--- src/rtl/approx_mul_pkg.sv ---
// Shared types and helpers for the iterative truncated shift-add multiplier.
package approx_mul_pkg;

  typedef enum logic [1:0] {
    IDLE = 2'd0,
    BUSY = 2'd1,
    DONE = 2'd2
  } state_t;

  // Widest operand the mask helper supports; results are cast down by callers.
  localparam int MAX_W = 64;

  function automatic int tw_of(input int w);
    return $clog2(2 * w + 1);
  endfunction

  // Column c survives when it lies inside the 2*w-bit product and c >= t.
  // A t beyond 2*w naturally yields an all-zero mask.
  function automatic logic [2*MAX_W-1:0] col_mask(input int w, input int t);
    logic [2*MAX_W-1:0] m;
    m = '0;
    for (int c = 0; c < 2 * MAX_W; c++) begin
      if (c < 2 * w && c >= t) m[c] = 1'b1;
    end
    return m;
  endfunction

endpackage

--- src/rtl/approx_mul_row.sv ---
// One partial-product row: (a & {WIDTH{bk}}) << k, restricted to the kept columns.
module approx_mul_row #(
  parameter int WIDTH = 6,
  parameter int CW    = $clog2(WIDTH)
) (
  input  logic [WIDTH-1:0]   a,
  input  logic               bk,
  input  logic [CW-1:0]      k,
  input  logic [2*WIDTH-1:0] mask,
  output logic [2*WIDTH-1:0] row
);

  logic [2*WIDTH-1:0] pp;

  assign pp  = {{WIDTH{1'b0}}, (a & {WIDTH{bk}})};
  assign row = (pp << k) & mask;

endmodule

--- src/rtl/approx_mul_seq.sv ---
// Iterative approximate multiplier: one masked partial-product row per cycle,
// valid/ready on both sides. Define APPROX_MUL_ERR_EN to build the exact shadow
// accumulator and drive err_o; otherwise err_o is tied to zero.
module approx_mul_seq
  import approx_mul_pkg::*;
#(
  parameter int WIDTH = 6,
  parameter int TW    = tw_of(WIDTH)
) (
  input  logic               clk,
  input  logic               rst_n,
  input  logic               in_valid,
  output logic               in_ready,
  input  logic [WIDTH-1:0]   a_i,
  input  logic [WIDTH-1:0]   b_i,
  input  logic [TW-1:0]      trunc_i,
  output logic               out_valid,
  input  logic               out_ready,
  output logic [2*WIDTH-1:0] p_o,
  output logic [2*WIDTH-1:0] err_o
);

  localparam int CW = $clog2(WIDTH);

  state_t             state_q, state_d;
  logic [WIDTH-1:0]   a_q, b_q;
  logic [2*WIDTH-1:0] mask_q, mask_d;
  logic [CW-1:0]      cnt_q;
  logic [2*WIDTH-1:0] acc_q, acc_nxt, row_apx;
  logic               last;
  logic               accept;

  assign mask_d  = (2*WIDTH)'(col_mask(WIDTH, int'(trunc_i)));
  assign last    = (cnt_q == CW'(WIDTH - 1));
  assign accept  = (state_q == IDLE) && in_valid;
  assign acc_nxt = acc_q + row_apx;
  assign p_o     = acc_q;

  approx_mul_row #(.WIDTH(WIDTH), .CW(CW)) u_row_apx (
    .a    (a_q),
    .bk   (b_q[cnt_q]),
    .k    (cnt_q),
    .mask (mask_q),
    .row  (row_apx)
  );

  always_ff @(posedge clk or negedge rst_n) begin
    if (!rst_n) state_q <= IDLE;
    else        state_q <= state_d;
  end

  always_comb begin
    state_d = state_q;
    case (state_q)
      IDLE:    if (in_valid)  state_d = BUSY;
      BUSY:    if (last)      state_d = DONE;
      DONE:    if (out_ready) state_d = IDLE;
      default: state_d = IDLE;
    endcase
  end

  always_comb begin
    in_ready  = 1'b0;
    out_valid = 1'b0;
    case (state_q)
      IDLE:    in_ready  = 1'b1;
      DONE:    out_valid = 1'b1;
      default: ;
    endcase
  end

  // Capture on accept, accumulate one row per BUSY cycle, hold through DONE.
  always_ff @(posedge clk or negedge rst_n) begin
    if (!rst_n) begin
      a_q    <= '0;
      b_q    <= '0;
      mask_q <= '0;
      cnt_q  <= '0;
      acc_q  <= '0;
    end else if (accept) begin
      a_q    <= a_i;
      b_q    <= b_i;
      mask_q <= mask_d;
      cnt_q  <= '0;
      acc_q  <= '0;
    end else if (state_q == BUSY) begin
      acc_q <= acc_nxt;
      cnt_q <= cnt_q + 1'b1;
    end
  end

`ifdef APPROX_MUL_ERR_EN
  logic [2*WIDTH-1:0] ex_q, ex_nxt, row_ex, err_q;

  assign ex_nxt = ex_q + row_ex;
  assign err_o  = err_q;

  approx_mul_row #(.WIDTH(WIDTH), .CW(CW)) u_row_ex (
    .a    (a_q),
    .bk   (b_q[cnt_q]),
    .k    (cnt_q),
    .mask ({(2*WIDTH){1'b1}}),
    .row  (row_ex)
  );

  // Error is latched on the same edge that lands the final approximate sum.
  always_ff @(posedge clk or negedge rst_n) begin
    if (!rst_n) begin
      ex_q  <= '0;
      err_q <= '0;
    end else if (accept) begin
      ex_q  <= '0;
      err_q <= '0;
    end else if (state_q == BUSY) begin
      ex_q <= ex_nxt;
      if (last) err_q <= ex_nxt - acc_nxt;
    end
  end
`else
  assign err_o = '0;
`endif

endmodule

--- config.mk ---
export PLATFORM = sky130hd
export DESIGN_NAME = approx_mul_seq
export DESIGN_NICKNAME = d
export VERILOG_FILES = /design/src/rtl/approx_mul_pkg.sv /design/src/rtl/approx_mul_row.sv /design/src/rtl/approx_mul_seq.sv
export SDC_FILE = /design/constraint.sdc
export NUM_CORES = 1
export LEC_CHECK = 0
export CAP_MARGIN = 20
export CORE_MARGIN = 5
export CORE_UTILIZATION = 40
export CTS_BUF_LIST = sky130_fd_sc_hd__clkbuf_2
export DETAILED_ROUTE_END_ITERATION = 12
export PLACE_DENSITY = 0.75
export SYNTH_ARGS = -nofsm -noshare
export SYNTH_HDL_FRONTEND = slang
export SYNTH_SLANG_ARGS = --single-unit
export TNS_END_PERCENT = 50
--- constraint.sdc ---
create_clock -name clk -period 4.9 [get_ports clk]
set_input_delay 0.98 -clock clk [delete_from_list [all_inputs] [get_ports clk]]
set_output_delay 0.98 -clock clk [all_outputs]
set_load 0.02 [all_outputs]
==> metrics.txt <==
total track usage=14.3%; Final Cycle Share=71.5%; placed insts=374; CTS Buffer Depth=2; initial antenna violation count=0; Die ar.=7910 µm²; Worst Clk Skew=0.00503 ns; synthesized flop and latch total=40; Worst Path Arrival=3.80 ns; root buffer cell=clkbuf_2; DIE HEIGHT=89.0 µm; Max Freq=285 MHz; Internal=0.843 mW; first-pass GRT wire length=8910 µm; Net Sw Frac=43.4%; Post-CTS Setup Bufs=0; reg2reg path depth=12; H-tree depth=2; Primary FF master, synth=dfrtp_1; Die W=89.0 µm; Resized Gates After CTS=0; Worst path top cell family by delay=compound AO/OA/AOI/OAI gates; fin cells=382; clk_lat worst skew=0.41 ns; DR pass1 iterations=4; register-to-register setup slack=1.40 ns; Final Setup Violations=0; hold_ws=0.498 ns; Worst Tran Pin Value=1.01 ns; gr ovfl total=0; Syn Std Cell Area=2490 µm²; setup TNS=0 ns; maxcap violations=0; Synth warnings=0; nets=340; clock network fraction of design power=13.6%; GPL Wtd Cong=0.846; P_leak=1.37 nW; CP Buf/Inv Count=0; outcome=completed; Initial Util=41.6%; Setup WS pre-CTS=1.47 ns; antenna-violating nets left=0; worst hold path type=register to register; critical path class=register to register; critical path peak fanout=19; final worst path period need=3.50 ns; RSZ-0062 raised after global routing=no; clk slew on worst S/H paths=0.21 ns; DR vias=2,009; combinational share of power=46.3%; CTS tree=yes; post-synth cell types=49; IR drop worst, VDD=0.000238 V; total CTS buffers=5; register area share after synthesis=40.1%; number of synthesized flops with an enable pin=0; async set-or-reset flop fraction in the synthesized netlist=100%; commonest non-fill, non-tap cell in the layout=nand2_1; Worst Hold Endpoint=b_q[2]$_DFFE_PN0P_; WL/cell=14.2 µm; Ports=46; Worst slew margin=32.4%; routed wire length=5410 µm; Area Growth Syn to Fin=15.4%; crit start category=register; diodes inserted=0; crit path capture type=register; largest net degree at the start of global routing=41; CP max-delay cell=dfrtp_1; final hold violation count=0; Max Slew Vio Count=0; layout cells sized above 1=4.56%; most frequent cells in the layout=nand2_1, dfrtp_1, clkdlybuf4s50_1, o21ai_0; DP HPWL=4070 µm; PortBufs=33; Hold Buf Count CTS=0; Synth Instances=281; Worst Hold Depth=2; row count=28; number of global-route vias before repair=1,914; power per standard cell area=518 nW/µm²; slowest stage delay, CP=0.77 ns; worst-path cell chain=mux4_2 > nand2_1 > o21ai_2 > and2_1 > and3_1 > ha_1 > a211oi_1 > o21bai_1 > a31o_2 > a21oi_1 > xor2_1 > o21ai_0; hold path startpoint=b_q[2]$_DFFE_PN0P_; Vias/cell=5.26; Starting DRT DRC Count=117; worst r2r dst=p_o[8]$_DFFE_PN0P_; clock sinks=40; syn_area_per_cell=8.87 µm²; Flop pwr share=40.2%; area of the core=5990 µm²; drt drc=0; worst flop-to-flop path startpoint=cnt_q[0]$_DFFE_PN0P_; Switch Pwr=0.647 mW; data required time of the critical path=5.19 ns; final worst-path setup slack=1.40 ns
## area by class of cell
class	count	area (µm²)
Clock buffer	5	25.0
Clock inverter	3	42.5
Fill cell	563	3110
Inverter	5	18.8
Multi-Input combinational cell	219	1360
Sequential cell	40	1000
Tap cell	75	93.8
Timing Repair Buffer	35	340
## power groups by stage
stage	Sequential, mW	Combinational (mW)	Clock, mW
floorplan	0.569	0.528	0
global placement	0.603	0.668	0
detailed placement	0.609	0.691	0
CTS	0.600	0.695	0.207
global route	0.621	0.782	0.223
finish	0.598	0.689	0.202
## worst register-to-register path, cell delays in order (launching register included)
cell and delay, ns:
dfrtp_1 0.77, mux4_2 0.62, nand2_1 0.10, o21ai_2 0.08
and2_1 0.18, and3_1 0.18, ha_1 0.34, a211oi_1 0.27
o21bai_1 0.15, a31o_2 0.27, a21oi_1 0.18, xor2_1 0.15
o21ai_0 0.08
## stage by stage
stage	instance area, µm²	utilization, %	total power, mW
finish	2880	48.0	1.49
global route	2880	48.0	1.63
CTS	2880	48.0	1.50
detailed placement	2810	46.9	1.30
global placement	2810	46.9	1.27
floorplan	2530	-	1.10
## registers in the layout, indices dropped and copies added (netlist names)
signal / flops
b_q: 6
state_q: 2
a_q: 6
mask_q: 11
p_o: 12
cnt_q: 3
## Yosys cell counts (all sizes together), types with 3 or more instances
cell type | number | share of area, %
clkbuf | 12 | 1.8
a21o | 6 | 1.8
xor2 | 5 | 1.8
nor2b | 3 | 0.75
nand2 | 61 | 9.2
ha | 13 | 6.5
nand3 | 13 | 2.6
a211oi | 4 | 1.2
mux2i | 5 | 2.0
o2bb2ai | 3 | 1.1
and3 | 6 | 1.5
buf | 16 | 4.6
dfrtp | 40 | 40
o211ai | 3 | 0.90
nor2 | 7 | 1.1
o21a | 3 | 0.90
nand2b | 3 | 0.75
and2 | 4 | 1.0
inv | 5 | 0.75
a21oi | 11 | 2.2
xnor2 | 5 | 1.8
o21ai | 27 | 5.6
## worst max path at each step
stage / from / endpoint / slack [ns] / depth (start not counted)
CTS: cnt_q[0]$_DFFE_PN0P_ / p_o[8]$_DFFE_PN0P_ / 1.42 / 12
finish: cnt_q[0]$_DFFE_PN0P_ / p_o[8]$_DFFE_PN0P_ / 1.40 / 12
floorplan: cnt_q[0]$_DFFE_PN0P_ / p_o[8]$_DFFE_PN0P_ / 1.97 / 13
global route: cnt_q[0]$_DFFE_PN0P_ / p_o[8]$_DFFE_PN0P_ / 1.11 / 12
global placement: cnt_q[0]$_DFFE_PN0P_ / p_o[8]$_DFFE_PN0P_ / 1.55 / 12
detailed placement: cnt_q[0]$_DFFE_PN0P_ / p_o[8]$_DFFE_PN0P_ / 1.47 / 12
## cells by family (layout without fill, tap and decap cells)
family,Yosys count,count (layout),synth area share (%)
muxes,8,8,4.42
AOI/OAI and AO/OA,70,70,18.1
adders and majority gates,14,14,7.33
buffers and inverters,33,48,7.18
other,1,12,0.150
xor gates and xnor gates,10,10,3.51
DFF,40,40,40.1
and+or+nand+nor,105,105,19.2
## per-layer routing
layer	share of wire, %	track usage, %
met3	5.8	2.76
met1	45	19.0
met2	48	24.4
met4	0.70	3.25
met5	0	0
(Power assumes the default switching activity.)
